`src/rtl/v_fltr_seq.sv`:
```
// v_fltr_seq: sequencer for the 7-tap vertical filter bank (delay-line strobe, window fill, output markers).
// Define V_FLTR_SEQ_FLUSH_EN to zero-fill the last C lines after each frame so the bottom rows are emitted too.
//
// state | meaning
// IDLE  | waiting for pix_sof; other pixels are dropped
// FILL  | first V_TAPS-1 lines shifting into the window, no outputs
// RUN   | window full, one output per accepted pixel
// FLUSH | zero-fill shifts pushing out the last C lines (V_FLTR_SEQ_FLUSH_EN only)
module v_fltr_seq #(
  parameter int H_LEN    = 496,
  parameter int V_LEN    = 480,
  parameter int V_TAPS   = 7,
  parameter int PIPE_LAT = 3
) (
  input  logic       tm3_clk_v0,
  input  logic       rst_n,
  input  logic [7:0] pix_in,
  input  logic       pix_valid,
  input  logic       pix_sof,
  output logic       pix_ready,
  output logic       shift_en,
  output logic [7:0] fltr_din,
  output logic       out_valid,
  output logic [8:0] out_col,
  output logic [9:0] out_row,
  output logic       out_sof,
  output logic       out_eof,
  output logic       busy,
  output logic       line_err,
  input  logic       clr_err
);

  localparam int         C        = (V_TAPS - 1) / 2;
  localparam logic [8:0] COL_LAST = 9'(H_LEN - 1);
  localparam logic [9:0] ROW_RUN  = 10'(V_TAPS - 1);
  localparam logic [9:0] ROW_LAST = 10'(V_LEN - 1);
  localparam logic [9:0] ROW_C    = 10'(C);
`ifdef V_FLTR_SEQ_FLUSH_EN
  // row keeps counting past the frame during flush so out_row = row - C stays correct
  localparam logic [9:0] ROW_FLUSH_LAST = 10'(V_LEN - 1 + C);
`endif

  localparam logic [1:0] ST_IDLE  = 2'd0;
  localparam logic [1:0] ST_FILL  = 2'd1;
  localparam logic [1:0] ST_RUN   = 2'd2;
`ifdef V_FLTR_SEQ_FLUSH_EN
  localparam logic [1:0] ST_FLUSH = 2'd3;
`endif

  logic [1:0] state, state_nxt;
  logic [8:0] col, col_nxt, col_inc;
  logic [9:0] row, row_nxt, row_inc;
  logic       col_last;
  logic       accept;
  logic       shift_nxt;
  logic [7:0] din_nxt;
  logic       gen_vld, gen_sof, gen_eof, err_set;
  logic [8:0] gen_col;
  logic [9:0] gen_row;

  logic [PIPE_LAT:0] vld_pipe, sof_pipe, eof_pipe;
  logic [8:0]        col_pipe [0:PIPE_LAT];
  logic [9:0]        row_pipe [0:PIPE_LAT];

`ifdef V_FLTR_SEQ_FLUSH_EN
  assign pix_ready = (state != ST_FLUSH);
`else
  assign pix_ready = 1'b1;
`endif
  assign accept = pix_valid & pix_ready;
  assign busy   = (state != ST_IDLE);

  assign col_last = (col == COL_LAST);
  assign col_inc  = col_last ? 9'd0 : col + 9'd1;
  assign row_inc  = col_last ? row + 10'd1 : row;

  always_comb begin
    state_nxt = state;
    col_nxt   = col;
    row_nxt   = row;
    shift_nxt = 1'b0;
    din_nxt   = fltr_din;
    gen_vld   = 1'b0;
    gen_sof   = 1'b0;
    gen_eof   = 1'b0;
    err_set   = 1'b0;
    gen_col   = col;
    gen_row   = row - ROW_C;
    case (state)
      ST_IDLE: begin
        if (accept && pix_sof) begin
          shift_nxt = 1'b1;
          din_nxt   = pix_in;
          col_nxt   = 9'd1;
          row_nxt   = 10'd0;
          state_nxt = ST_FILL;
        end
      end
      ST_FILL, ST_RUN: begin
        if (accept) begin
          shift_nxt = 1'b1;
          din_nxt   = pix_in;
          if (pix_sof && (col != 9'd0 || row != 10'd0)) begin
            // misplaced sof: restart the frame with this pixel as (0,0)
            err_set   = 1'b1;
            col_nxt   = 9'd1;
            row_nxt   = 10'd0;
            state_nxt = ST_FILL;
          end else begin
            col_nxt = col_inc;
            row_nxt = row_inc;
            if (state == ST_FILL) begin
              if (col_last && row_inc == ROW_RUN)
                state_nxt = ST_RUN;
            end else begin
              gen_vld = 1'b1;
              gen_sof = (row == ROW_RUN) && (col == 9'd0);
              if (row == ROW_LAST && col_last) begin
`ifdef V_FLTR_SEQ_FLUSH_EN
                state_nxt = ST_FLUSH;
`else
                gen_eof   = 1'b1;
                state_nxt = ST_IDLE;
                col_nxt   = 9'd0;
                row_nxt   = 10'd0;
`endif
              end
            end
          end
        end
      end
`ifdef V_FLTR_SEQ_FLUSH_EN
      ST_FLUSH: begin
        shift_nxt = 1'b1;
        din_nxt   = 8'd0;
        gen_vld   = 1'b1;
        col_nxt   = col_inc;
        row_nxt   = row_inc;
        if (row == ROW_FLUSH_LAST && col_last) begin
          gen_eof   = 1'b1;
          state_nxt = ST_IDLE;
          col_nxt   = 9'd0;
          row_nxt   = 10'd0;
        end
      end
`endif
      default: state_nxt = ST_IDLE;
    endcase
  end

  always_ff @(posedge tm3_clk_v0 or negedge rst_n) begin
    if (!rst_n) begin
      state    <= ST_IDLE;
      col      <= 9'd0;
      row      <= 10'd0;
      shift_en <= 1'b0;
      fltr_din <= 8'd0;
      line_err <= 1'b0;
    end else begin
      state    <= state_nxt;
      col      <= col_nxt;
      row      <= row_nxt;
      shift_en <= shift_nxt;
      fltr_din <= din_nxt;
      if (err_set)
        line_err <= 1'b1;
      else if (clr_err)
        line_err <= 1'b0;
    end
  end

  // marker pipe matches the filter latency so markers line up with dout
  always_ff @(posedge tm3_clk_v0 or negedge rst_n) begin
    if (!rst_n) begin
      vld_pipe <= '0;
      sof_pipe <= '0;
      eof_pipe <= '0;
      for (int i = 0; i <= PIPE_LAT; i++) begin
        col_pipe[i] <= 9'd0;
        row_pipe[i] <= 10'd0;
      end
    end else begin
      vld_pipe    <= {vld_pipe[PIPE_LAT-1:0], gen_vld};
      sof_pipe    <= {sof_pipe[PIPE_LAT-1:0], gen_sof};
      eof_pipe    <= {eof_pipe[PIPE_LAT-1:0], gen_eof};
      col_pipe[0] <= gen_col;
      row_pipe[0] <= gen_row;
      for (int i = 1; i <= PIPE_LAT; i++) begin
        col_pipe[i] <= col_pipe[i-1];
        row_pipe[i] <= row_pipe[i-1];
      end
    end
  end

  assign out_valid = vld_pipe[PIPE_LAT];
  assign out_sof   = sof_pipe[PIPE_LAT];
  assign out_eof   = eof_pipe[PIPE_LAT];
  assign out_col   = col_pipe[PIPE_LAT];
  assign out_row   = row_pipe[PIPE_LAT];

endmodule
```
`config.mk`:
```
export PLATFORM = sky130hd
export DESIGN_NAME = v_fltr_seq
export DESIGN_NICKNAME = d
export VERILOG_FILES = /design/src/rtl/v_fltr_seq.sv
export SDC_FILE = /design/constraint.sdc
export NUM_CORES = 1
export LEC_CHECK = 0
export BUFFER_PORTS_ARGS = -buffer_cell sky130_fd_sc_hd__buf_2
export CORE_ASPECT_RATIO = 1.2
export CORE_MARGIN = 5
export CORE_UTILIZATION = 46
export DETAILED_ROUTE_END_ITERATION = 10
export PLACE_DENSITY = 0.76
export RECOVER_POWER = 25
export SYNTH_ARGS = -nofsm -noshare
export SYNTH_HDL_FRONTEND = slang
export SYNTH_SLANG_ARGS = --single-unit
```
`constraint.sdc`:
```
create_clock -name tm3_clk_v0 -period 3.84 [get_ports tm3_clk_v0]
set_clock_uncertainty 0.05 [all_clocks]
set_input_delay 0.768 -clock tm3_clk_v0 [delete_from_list [all_inputs] [get_ports tm3_clk_v0]]
set_output_delay 0.768 -clock tm3_clk_v0 [all_outputs]
set_load 0.01 [all_outputs]
```
# Word level (Yosys, flattened, before mapping)
# Index checks and enable logic that the tools add are counted.
[word_totals] regBits=119 input_bits=13 out_inout_bits=34 elab_cells=91
[op_classes] add_sub_neg=3 eq_ne=10 mux=45 n_reduce_logical=16
[ops] operator="10-bit 2-to-1 mux" n=6
[ops] operator="9-bit 2-to-1 mux" n=6
[ops] operator="10-bit by 3-bit == test with 1-bit output (second input constant)" n=2
[ops] operator="1-bit 2-to-1 mux" n=20
[ops] operator="10-bit case mux with 2 select lines" n=1
[ops] operator="9-bit case mux with 2 select lines" n=1
[ops] operator="8-bit 2-to-1 mux" n=2
[ops] operator="8-bit case mux with 2 select lines" n=1
[ops] operator="2-bit 2-to-1 mux" n=6
[ops] operator="10-bit by 1-bit adder with 10-bit output (second input constant)" n=1
[ops] operator="10-bit by 9-bit == test with 1-bit output (second input constant)" n=1
[ops] operator="10-bit nonzero test" n=1
[ops] operator="10-bit by 2-bit subtractor with 10-bit output (second input constant)" n=1
[ops] operator="9-bit by 1-bit adder with 9-bit output (second input constant)" n=1
[ops] operator="9-bit == test (second input constant)" n=1
[ops] operator="9-bit logical NOT" n=1
[ops] operator="9-bit nonzero test" n=1
[ops] operator="4-bit inequality test (second input constant)" n=2
[ops] operator="2-bit nonzero test" n=3
[ops] operator="1-bit logical AND" n=5
[ops] operator="2-bit inequality test (second input constant)" n=2
[ops] operator="2-bit case mux with 2 select lines" n=1
[ops] operator="4-bit AND reduction" n=1
[ops] operator="3-bit AND reduction" n=1
[ops] operator="other kinds (6)" n=6

# Longest topological paths before layout
[depth] ltp_word=9 ltp_mapped=9 ltp_nobuf=8

# Least setup slack after synthesis
# Ideal clock, no wire load.
[synth_path] kind="register to register" from="reg col[0]" to="reg state[0]" t_arrival_ns=2.211 setup_slack_ns=1.451 stages_incl_launch_ff=8 n_path_buf=1 cell_sequence="dfrtp_1 ha_1 nand4_4 or3_1 buf_6 o311a_1 a32oi_2 mux2_1"
[synth_via] elab_chain_len=6
[synth_lines] item="start, declared" line="51" text="logic [8:0] col, col_nxt, col_inc;"
[synth_lines] item="start signal, assigned" line="161" text="col <= col_nxt;"
[synth_lines] item="9-bit == test / 9-bit nonzero test (equally long branches)" line="73, 103"
[synth_lines] item="10-bit 2-to-1 mux / 1-bit logical OR (equally long branches)" line="75, 103"
[synth_lines] item="10-bit by 3-bit == test with 1-bit output / 1-bit logical AND (equally long branches)" line="113, 103"
[synth_lines] item="1-bit logical AND / 2-bit 2-to-1 mux (equally long branches)" line="113, 103"
[synth_lines] item="4-bit inequality test (no source line) / 2-bit 2-to-1 mux (equally long branches)"
[synth_lines] item="4-bit AND reduction (no source line) / 2-bit case mux with 2 select lines (equally long branches)"
[synth_lines] item="end signal, assigned" line="160" text="state <= state_nxt;"
[synth_lines] item="end, declared" line="50" text="logic [1:0] state, state_nxt;"
# Parallel ways exist; a longest one is shown, timed or not. The select of a mux whose other input is x is not followed.
# A chain may end at the register's enable or synchronous reset.

# Worst setup path after layout
[layout_path] from="reg state[0]" to="reg state[0]"
[layout_via] elab_chain_len=5
[layout_lines] item="2-bit by 1-bit == test with 1-bit output" line="89, 112"
[layout_lines] item="2-bit 2-to-1 mux" line="112" text="if (state == ST_FILL) begin"
[layout_lines] item="2-bit 2-to-1 mux" line="103" text="if (pix_sof && (col != 9'd0 || row != 10'd0)) begin"
[layout_lines] item="2-bit 2-to-1 mux" line="100" text="if (accept) begin"
[layout_lines] item="2-bit case mux with 2 select lines" line="89" text="case (state)"
# Parallel ways exist; a longest one is shown, timed or not. The select of a mux whose other input is x is not followed.

==> metrics.txt <==
Core ar. 9470 sq um; NetSw 1.07 mW; synth-to-layout area growth 20.0%; clock sinks 119; Seq/Total Area, Yosys between 60% and 70%; Startpoint Class register; r2r endpoint state[0]$_DFFE_PN0P_; power share of the sequential group 37.0%; Post-Syn Nets between 300 and 400; Area contributors post-synth dfrtp_1 (67%), nand2_1 (4.1%), buf_4 (3.6%), ha_1 (2.3%), xnor2_1 (1.4%); # Post-CTS Setup Buffers 0; Resized Gates After CTS 0; FF+latch count, synth 119; power density over the cells 744 nW/um^2; syn_area_per_cell 12.3 sq um; Hold Fails Final Rpt 0; Cell Int Power 2.88 mW; total power draw 3.95 mW; Tot GR Track Use 15.1%; clock buffer count from CTS 17; CTS tree done; reg2reg setup slack 1.09 ns; Die X about 99 microns; Comb power frac around 17%; clock-pin slew on the worst setup and hold paths around 0.050 ns; worst-path fanout max 6; final setup TNS 0 ns; Port Buffers 45; Nets 412; Max Cap Viol 0; slowest cell delay on critical path 0.51 ns; Vias/cell 5.05; routed via count 2659; Post-synth EDFFs 0; Netlist cell types 45; DR WL/cell 15.1 microns; Total Routed Length 7980 microns; Min-Delay Path Class reg2reg; Core Util, Final between 50% and 60%; post-synth top area share 67.4%; Starting Density 46.7%; clk_lat worst skew roughly 0.40 ns; first-pass GRT wire length 13700 microns; most area-hungry cell type in the Yosys netlist dfrtp_1; most common cell in the synthesized netlist dfrtp_1; kind of critical path reg2reg; status finished, final reports clean; Reg2Reg Depth 8; # rows 39; router iterations before antenna repair 4; post-layout min period 2.75 ns; DR iter-0 viols 255; cell area after layout 5310 sq um; Reg2Reg Launch Point state[0]$_DFFE_PN0P_; layout cell share with drive strength beyond 1 20.8%; Sw Ratio 27.1%; Worst EP arrival 2.97 ns; LEAKAGE roughly 2.4 nW; setup violators final 0; fillers 766; die height 117 microns; Slew headroom 50.8%; critical path endpoint category register; worst path cell trace inv_1 -> ha_1 -> nor2b_1 -> a21oi_1 -> o2111ai_1 -> a2111oi_2 -> a32oi_2 -> mux2_1; Most used DFF post-synth dfrtp_1; part of the cycle the worst path needs 71.5%; Root Buffer clkbuf_16; Setup crit start state[0]$_DFFE_PN0P_; Max Clk Rate 0.364 GHz; clock power share 45.9%; n_diodes 0; die area 11700 sq um; RSZ-0062 raised after global routing false; I/O pins 47; Post-DP HPWL 5030 microns; synthesized instance count roughly 360; Slew @ Worst Pin 0.739 ns; Final Hold Slack 0.291 ns; largest net degree at the start of global routing 120; Final ANT Viol Nets 0; initial antenna violation count 0; vias in the first global route between 2000 and 3000; maximum vdd drop 0.000479 V; DR DRC count 0; most frequent cells after synthesis dfrtp_1 (119), nand2_1 (48), buf_4 (21); # hold bufs at CTS 0; synth warn 0; CTS H-tree lvls 4; Final Max Tran Viols 0; mapped cell area 4420 sq um; CTS max path bufs 2; Post-synth ARST share 100%; Post-DP Area 4620 sq um; CP max-delay cell a2111oi_2; gpl congestion 0.879; WP data required ~4 ns; Critical Path End state[0]$_DFFE_PN0P_; GRT overflow 0
==> power groups by stage <==
stage	Clock, mW	Sequential (mW)	Combinational [mW]
3_3_place_gp	0	1.47	0.667
3_5_place_dp	0	1.48	0.687
4_1_cts	1.85	1.46	0.688
2_1_floorplan	0	1.49	0.444
6_report	1.81	1.46	0.677
5_1_grt	1.91	1.48	0.770
==> stage by stage <==
step	setup WS [ns]	instances
final	1.09	527
after global routing	0.946	527
after CTS	1.08	527
after detailed placement	1.07	495
after global placement	1.13	495
after floorplan	1.45	358
==> flip-flops by register name (all words and copies together) (netlist names), 2 cells and up <==
name	count
out_row	10
sof_pipe	4
col_pipe	27
out_col	9
vld_pipe	4
col	9
state	2
eof_pipe	4
row	10
row_pipe	30
fltr_din	8
==> critical path, delay by kind of cell (launching register included) <==
family	cells	cell delay, ns
compound gates	4	1.28
fa+ha+maj	1	0.36
buf+inv	1	0.06
flops	1	0.39
mux	1	0.33
simple gates	1	0.15
==> worst min-delay path by stage <==
stage	startpoint	to	slack (ns)	cells after the start
2_1_floorplan	col_pipe[19]$_DFF_PN0_	col_pipe[10]$_DFF_PN0_	0.28	0
3_3_place_gp	row_pipe[20]$_DFF_PN0_	row_pipe[10]$_DFF_PN0_	0.28	0
3_5_place_dp	col_pipe[20]$_DFF_PN0_	col_pipe[11]$_DFF_PN0_	0.28	0
4_1_cts	col_pipe[34]$_DFF_PN0_	col_pipe[25]$_DFF_PN0_	0.29	0
5_1_grt	col_pipe[32]$_DFF_PN0_	col_pipe[23]$_DFF_PN0_	0.30	0
6_report	col_pipe[32]$_DFF_PN0_	col_pipe[23]$_DFF_PN0_	0.29	0
==> cell type report <==
class | count | area [sq um] | share of cell area (%)
timing repair buffer | 49 | 270 | 5.09
multi-input combinational | 191 | 1170 | 22.1
inverter | 13 | 48.8 | 0.920
clock inverter | 13 | 241 | 4.55
tap | 123 | 154 | 2.90
clock buffer | 19 | 443 | 8.35
sequential | 119 | 2980 | 56.1
==> cell usage in the layout (no fill, tap or decap), types with 3 or more instances in the layout <==
cell and n:
nor2_1 16, xor2_1 7, nand4_1 4, clkinv_4 3, a31oi_1 4, dfrtp_1 119
xnor2_1 7, inv_1 13, or3_1 5, a21o_1 3, a21oi_1 7, o31ai_1 5
nor2b_1 5, and3_1 3, buf_2 44, bufinv_16 6, nand2b_1 4, inv_6 4
mux2i_1 3, buf_4 4, ha_1 8, clkbuf_16 17, o21ai_0 12, nor4_1 8
nand3_1 12, nand2_1 48, nor3_1 6
==> kinds of logic (layout without fill, tap and decap cells) <==
kind of cell    after synthesis  in the layout  synth area share (%)
simple gates                123            123                  14.1
flops                       119            119                  67.4
buf+inv                      48             94                  6.14
compound gates               41             41                  6.29
xor+xnor                     14             14                  2.77
fa+ha+maj                     8              8                  2.27
mux                           4              4                 0.934
other cells                   1              1                0.0849
==> per-layer routing <==
metal  wire length (microns)  vias up  global-route usage (%)
li1                        -     1256                       -
met4                     164        0                    7.77
met1                    3340     1311                    18.6
met5                       0        -                       0
met3                     456       11                    4.81
met2                    4020       81                    23.8
No activity file was read; power rests on OpenSTA's default activity.
